### src/rtl/bias_relu_sat_layer11_pkg.sv
// bias_relu_sat_layer11_pkg: shared widths, saturation limits and lane slicing for the layer 11 post-accumulation stage
package bias_relu_sat_layer11_pkg;
  localparam int DATA_W = 18;
  localparam int N_ADDER_TREE = 16;
  localparam logic [DATA_W-1:0] SAT_MAX = {1'b0, {(DATA_W-1){1'b1}}};
  localparam logic [DATA_W-1:0] SAT_MIN = {1'b1, {(DATA_W-1){1'b0}}};
  function automatic logic [DATA_W-1:0] lane_slice(input logic [N_ADDER_TREE*DATA_W-1:0] v, input int i);
    return v[i*DATA_W +: DATA_W];
  endfunction
endpackage

### src/rtl/bias_relu_lane.sv
// bias_relu_lane: per-lane bias add (S1 input) and ReLU + saturate (S2 input), combinational only
module bias_relu_lane
  import bias_relu_sat_layer11_pkg::*;
#(
  parameter bit RELU_EN = 1'b1
) (
  input  logic [DATA_W-1:0] in_val,
  input  logic [DATA_W-1:0] bias_val,
  output logic [DATA_W:0]   sum,
  input  logic [DATA_W:0]   acc,
  output logic [DATA_W-1:0] res,
  output logic              sat
);
  logic [DATA_W:0] act;
  logic hi, lo;
  always_comb begin
    sum = {in_val[DATA_W-1], in_val} + {bias_val[DATA_W-1], bias_val};
    act = (RELU_EN && acc[DATA_W]) ? '0 : acc;
    // the two top bits of the widened sum disagree exactly when it leaves the DATA_W range
    hi = !act[DATA_W] & act[DATA_W-1];
    lo = act[DATA_W] & !act[DATA_W-1];
    sat = hi | lo;
    res = hi ? SAT_MAX : lo ? SAT_MIN : act[DATA_W-1:0];
  end
endmodule

### src/rtl/bias_relu_sat_layer11.sv
// bias_relu_sat_layer11: 2-stage bias/ReLU/saturate pipeline with valid/ready and tile-last beat counter
module bias_relu_sat_layer11
  import bias_relu_sat_layer11_pkg::*;
#(
  parameter bit RELU_EN = 1'b1,
  parameter int BEATS_PER_TILE = 34
) (
  input  logic                           clk,
  input  logic                           rst,
  input  logic [N_ADDER_TREE*DATA_W-1:0] bias,
  input  logic                           in_valid,
  output logic                           in_ready,
  input  logic [N_ADDER_TREE*DATA_W-1:0] in_data,
  output logic                           out_valid,
  input  logic                           out_ready,
  output logic [N_ADDER_TREE*DATA_W-1:0] out_data,
  output logic [N_ADDER_TREE-1:0]        out_sat,
  output logic                           out_last
);
  localparam int CW = BEATS_PER_TILE > 1 ? $clog2(BEATS_PER_TILE) : 1;
  localparam logic [CW-1:0] LAST = CW'(BEATS_PER_TILE - 1);
  logic s1_valid_q, s1_valid_d, s2_valid_q, s2_valid_d, s1_load, s2_load;
  logic [N_ADDER_TREE-1:0][DATA_W:0] s1_sum_q, s1_sum_d, sum;
  logic [N_ADDER_TREE*DATA_W-1:0] out_data_q, out_data_d, res;
  logic [N_ADDER_TREE-1:0] out_sat_q, out_sat_d, sat;
  logic [CW-1:0] count_q, count_d;
  for (genvar l = 0; l < N_ADDER_TREE; l++) begin : g_lane
    bias_relu_lane #(.RELU_EN(RELU_EN)) u_lane (
      .in_val  (lane_slice(in_data, l)),
      .bias_val(lane_slice(bias, l)),
      .sum     (sum[l]),
      .acc     (s1_sum_q[l]),
      .res     (res[l*DATA_W +: DATA_W]),
      .sat     (sat[l])
    );
  end
  always_comb begin
    s2_load = !s2_valid_q | out_ready;
    s1_load = !s1_valid_q | s2_load;
    s1_valid_d = s1_load ? in_valid : s1_valid_q;
    s1_sum_d = (s1_load & in_valid) ? sum : s1_sum_q;
    s2_valid_d = s2_load ? s1_valid_q : s2_valid_q;
    out_data_d = (s2_load & s1_valid_q) ? res : out_data_q;
    out_sat_d = (s2_load & s1_valid_q) ? sat : out_sat_q;
    count_d = !(s2_valid_q & out_ready) ? count_q : (count_q == LAST) ? '0 : count_q + 1'b1;
  end
  always_ff @(posedge clk) begin
    if (rst) begin
      s1_valid_q <= 1'b0;
      s2_valid_q <= 1'b0;
      s1_sum_q <= '0;
      out_data_q <= '0;
      out_sat_q <= '0;
      count_q <= '0;
    end else begin
      s1_valid_q <= s1_valid_d;
      s2_valid_q <= s2_valid_d;
      s1_sum_q <= s1_sum_d;
      out_data_q <= out_data_d;
      out_sat_q <= out_sat_d;
      count_q <= count_d;
    end
  end
  assign in_ready = s1_load;
  assign out_valid = s2_valid_q;
  assign out_data = out_data_q;
  assign out_sat = out_sat_q;
  assign out_last = s2_valid_q & (count_q == LAST);
endmodule

### config.mk
export PLATFORM = sky130hd
export DESIGN_NAME = bias_relu_sat_layer11
export DESIGN_NICKNAME = d
export VERILOG_FILES = /design/src/rtl/bias_relu_sat_layer11_pkg.sv /design/src/rtl/bias_relu_lane.sv /design/src/rtl/bias_relu_sat_layer11.sv
export SDC_FILE = /design/constraint.sdc
export NUM_CORES = 2
export LEC_CHECK = 0
export BUFFER_PORTS_ARGS = -buffer_cell sky130_fd_sc_hd__buf_2
export CORE_AREA = 2 2 343 345
export CTS_CLUSTER_DIAMETER = 150
export DETAILED_ROUTE_END_ITERATION = 8
export DIE_AREA = 0 0 345 347
export PLACE_DENSITY = 0.52
export SYNTH_ARGS = -nofsm -noshare
export SYNTH_HDL_FRONTEND = slang
export SYNTH_SLANG_ARGS = --single-unit
### constraint.sdc
create_clock -name clk -period 2.4 [get_ports clk]
set_input_delay 0.12 -clock clk [delete_from_list [all_inputs] [get_ports clk]]
set_output_delay 0.12 -clock clk [all_outputs]
set_load 0.05 [all_outputs]
==> impl_results.md <==
- Htree depth: 3
- Worst Path Arrival: 2.83 ns
- Slew margin rel.: 0.387
- Synth Register Bits: 600
- Final min period: 2.33 ns
- Fill cells: 12400
- Most common flop cell mapped by yosys: dfxtp_1
- Fin crit share: 0.970
- GRT Residual Overflow: 0
- Width of the die: 345 µm
- Yosys top cell area share: 0.347
- Highest clock rate: 430 MHz
- Avg Inst Size Synth: 7.64 µm²
- Clock latency on the worst-skew pair: 0.62 ns
- Clk buf depth: 3
- Via density: 5.06
- Max-cap violation count: 0
- Rows: 125
- Result of the run: finished, final reports clean
- Setup violators final: 0
- CTS tree: built
- Pin count of the biggest net entering global routing: 119
- YS warnings: 0
- WL final: 141000 µm
- Met2 Use GR: 0.395
- Via count: 36300
- P per Cell Area: 698 mW/mm²
- Syn Inst Count: 4537
- Setup crit end kind: flip-flop
- Clock Skews: 0.0210 ns
- Final-stage net count: 6486
- Sink Count: 600
- Hold Crit Class: in -> reg
- Fin. max-slew vios: 0
- Worst-margin pin slew: 0.919 ns
- Layout cells sized above 1: 0.214
- Met3 GRT Util: 0.0474
- Place WS: -0.163 ns
- Core region area: 0.116 mm²
- GPL Wtd Cong: 0.924
- Crit start category: input port
- Number of synthesized flops with an enable pin: 0
- Mapped cell area: 0.0347 mm²
- Clk root buf: clkbuf_16
- Largest fanout on the critical path: 2
- Worst vdd ir: 0.418 mV
- Min-delay src: in_data[132]
- Number of I/O pins: 887
- WHS: 0.0484 ns
- IO buf count: 870
- CTS Buf Count: 73
- Initial drt markers: 2174
- Area Overhead vs Synth: 33.1%
- Leakage: 20.7 nW
- Layer with the highest usage: met2
- DRT Pass-1 Iters: 5
- Final HPWL DP: 110000 µm
- Setup ws final: 0.0729 ns
- Vias in the first global route: 35600
- R2R Path Start: out_valid
- Main area contributors after synthesis: dfxtp_1 (35%), ha_1 (10%), a21oi_1 (8.9%)
- GR Layer Usage met1: 0.279
- Die H: 347 µm
- Antenna violations before repair: 13
- GRT Total Usage: 0.225
- Crit Path Class: in -> reg
- Crit path from: in_data[271]
- First-pass GRT wire length: 212000 µm
- Area leader, netlist: dfxtp_1
- Data required time at the worst endpoint: 2.90 ns
- Synth async-reset ratio: 0
- Clock transition at the registers of the reported paths: 0.06 ns
- Hold Fails Final Rpt: 0
- Routed Antenna Nets: 0
- Sequential fraction of the synthesis area: 0.347
- DR WL/cell: 19.7 µm
- Initial Utilization: 0.299
- Distinct cells, synth: 78
- Die area: 0.120 mm²
- Post-route DRC: 0
-- cells in the mapped netlist (all sizes together) (12+ instances only) --
cell      n
ha      290
nor4b    12
fa       16
o21bai   32
xor2     78
nor3    259
nor2b    40
a21oi   616
nand2b   52
clkbuf  237
a211oi   69
a21o     99
nand3b   13
o21ai   234
xnor2   112
o21a     53
mux2i    12
nor3b    14
inv     100
nor2    765
or3      13
o211ai   19
o31ai    15
and3     16
nand2   456
dfxtp   600
nand3    56
a31oi    38
buf      29
nand4    23
-- routing by layer --
layer  up-vias  share of wire
met5         -        0.00067
met4        12          0.022
met3       154          0.061
met2      1045           0.48
met1     17100           0.43
li1      18000              -
-- flip-flops by register name (all words and copies together) (netlist names) --
signal,cells
out_sat,16
s1_sum_q,304
out_data,272
out_valid,1
s1_valid_q,1
count_q,6
-- stage by stage --
| step | setup TNS, ns | power (mW) | area, µm² | instances | util |
|---|---|---|---|---|---|
| 3_5_place_dp | -1.12 | 20.3 | 41500 | 6848 | 0.358 |
| 6_report | 0 | 32.2 | 46100 | 7182 | 0.398 |
| 4_1_cts | 0 | 32.4 | 46000 | 7177 | 0.397 |
| 3_3_place_gp | -0.667 | 20.2 | 41500 | 6848 | 0.358 |
| 2_1_floorplan | 0 | 17.3 | 34700 | 4552 | - |
| 5_1_grt | -0.0799 | 33.8 | 46100 | 7181 | 0.398 |
-- cell type report --
| type | instances | area (µm²) | share of cell area |
|---|---|---|---|
| Tap cell | 1524 | 1910 | 0.0413 |
| Sequential cell | 600 | 12000 | 0.260 |
| Timing Repair Buffer | 1239 | 7850 | 0.170 |
| Clock buffer | 103 | 2150 | 0.0467 |
| Multi-Input combinational cell | 3586 | 21400 | 0.465 |
| Clock inverter | 26 | 365 | 0.00792 |
| Inverter | 100 | 375 | 0.00814 |
| Antenna cell | 4 | 10.0 | 0.000217 |
-- power breakdown --
group | switching, mW | internal, mW | leakage, nW
Clock | 4.56 | 7.12 | 1.23
Sequential | 0.728 | 10.8 | 4.93
Combinational | 5.46 | 3.49 | 14.6
-- worst max-delay path, cell delays in order --
cell	delay [ns]
dlygate4sd3_1	0.53
buf_2	0.13
ha_1	0.28
a211o_1	0.33
a211oi_2	0.28
o21bai_2	0.12
o41a_1	0.35
and4_4	0.22
a211oi_2	0.23
xor2_1	0.17
o21ai_1	0.07
-- path summary, 6_finish.rpt --
check	end	slack, ns	cells after the start
setup / recovery	s1_sum_q[298]	0.07	11
hold / removal	s1_sum_q[139]	0.05	5
setup reg to reg	s1_sum_q[153]	0.35	8
hold reg to reg	out_sat[15]	0.45	2
-- logic make-up (layout without fill, tap and decap cells) --
family,after synthesis,in the layout,share of synthesized area
AOI/OAI and AO/OA,1294,1294,0.223
xor gates and xnor gates,190,190,0.0480
muxes,15,15,0.00444
DFF,600,600,0.347
other,1,20,0.000108
and+or+nand+nor,1765,1765,0.222
adders and majority gates,306,306,0.114
buffers and inverters,366,1468,0.0414
-- timing repair --
| item | in CTS | in global routing |
|---|---|---|
| hold buffers | 200 | 0 |
| setup endpoints to repair | 0 | 40 |
| hold endpoints to repair | 121 | 0 |
| setup buffers | 0 | 1 |
| resized for setup | 0 | 39 |
-- cell usage in the layout, fill, tap and decap left out, types with 56 or more instances in the layout --
master / n
a211oi_1: 63
a21o_1: 99
a21oi_1: 610
buf_2: 869
buf_4: 152
clkbuf_16: 76
dfxtp_1: 599
dlygate4sd3_1: 200
ha_1: 288
inv_1: 99
nand2_1: 453
nand3_1: 56
nor2_1: 762
nor3_1: 259
o21ai_0: 220
xnor2_1: 111
xor2_1: 78
Power figures use the tool's default switching activity.
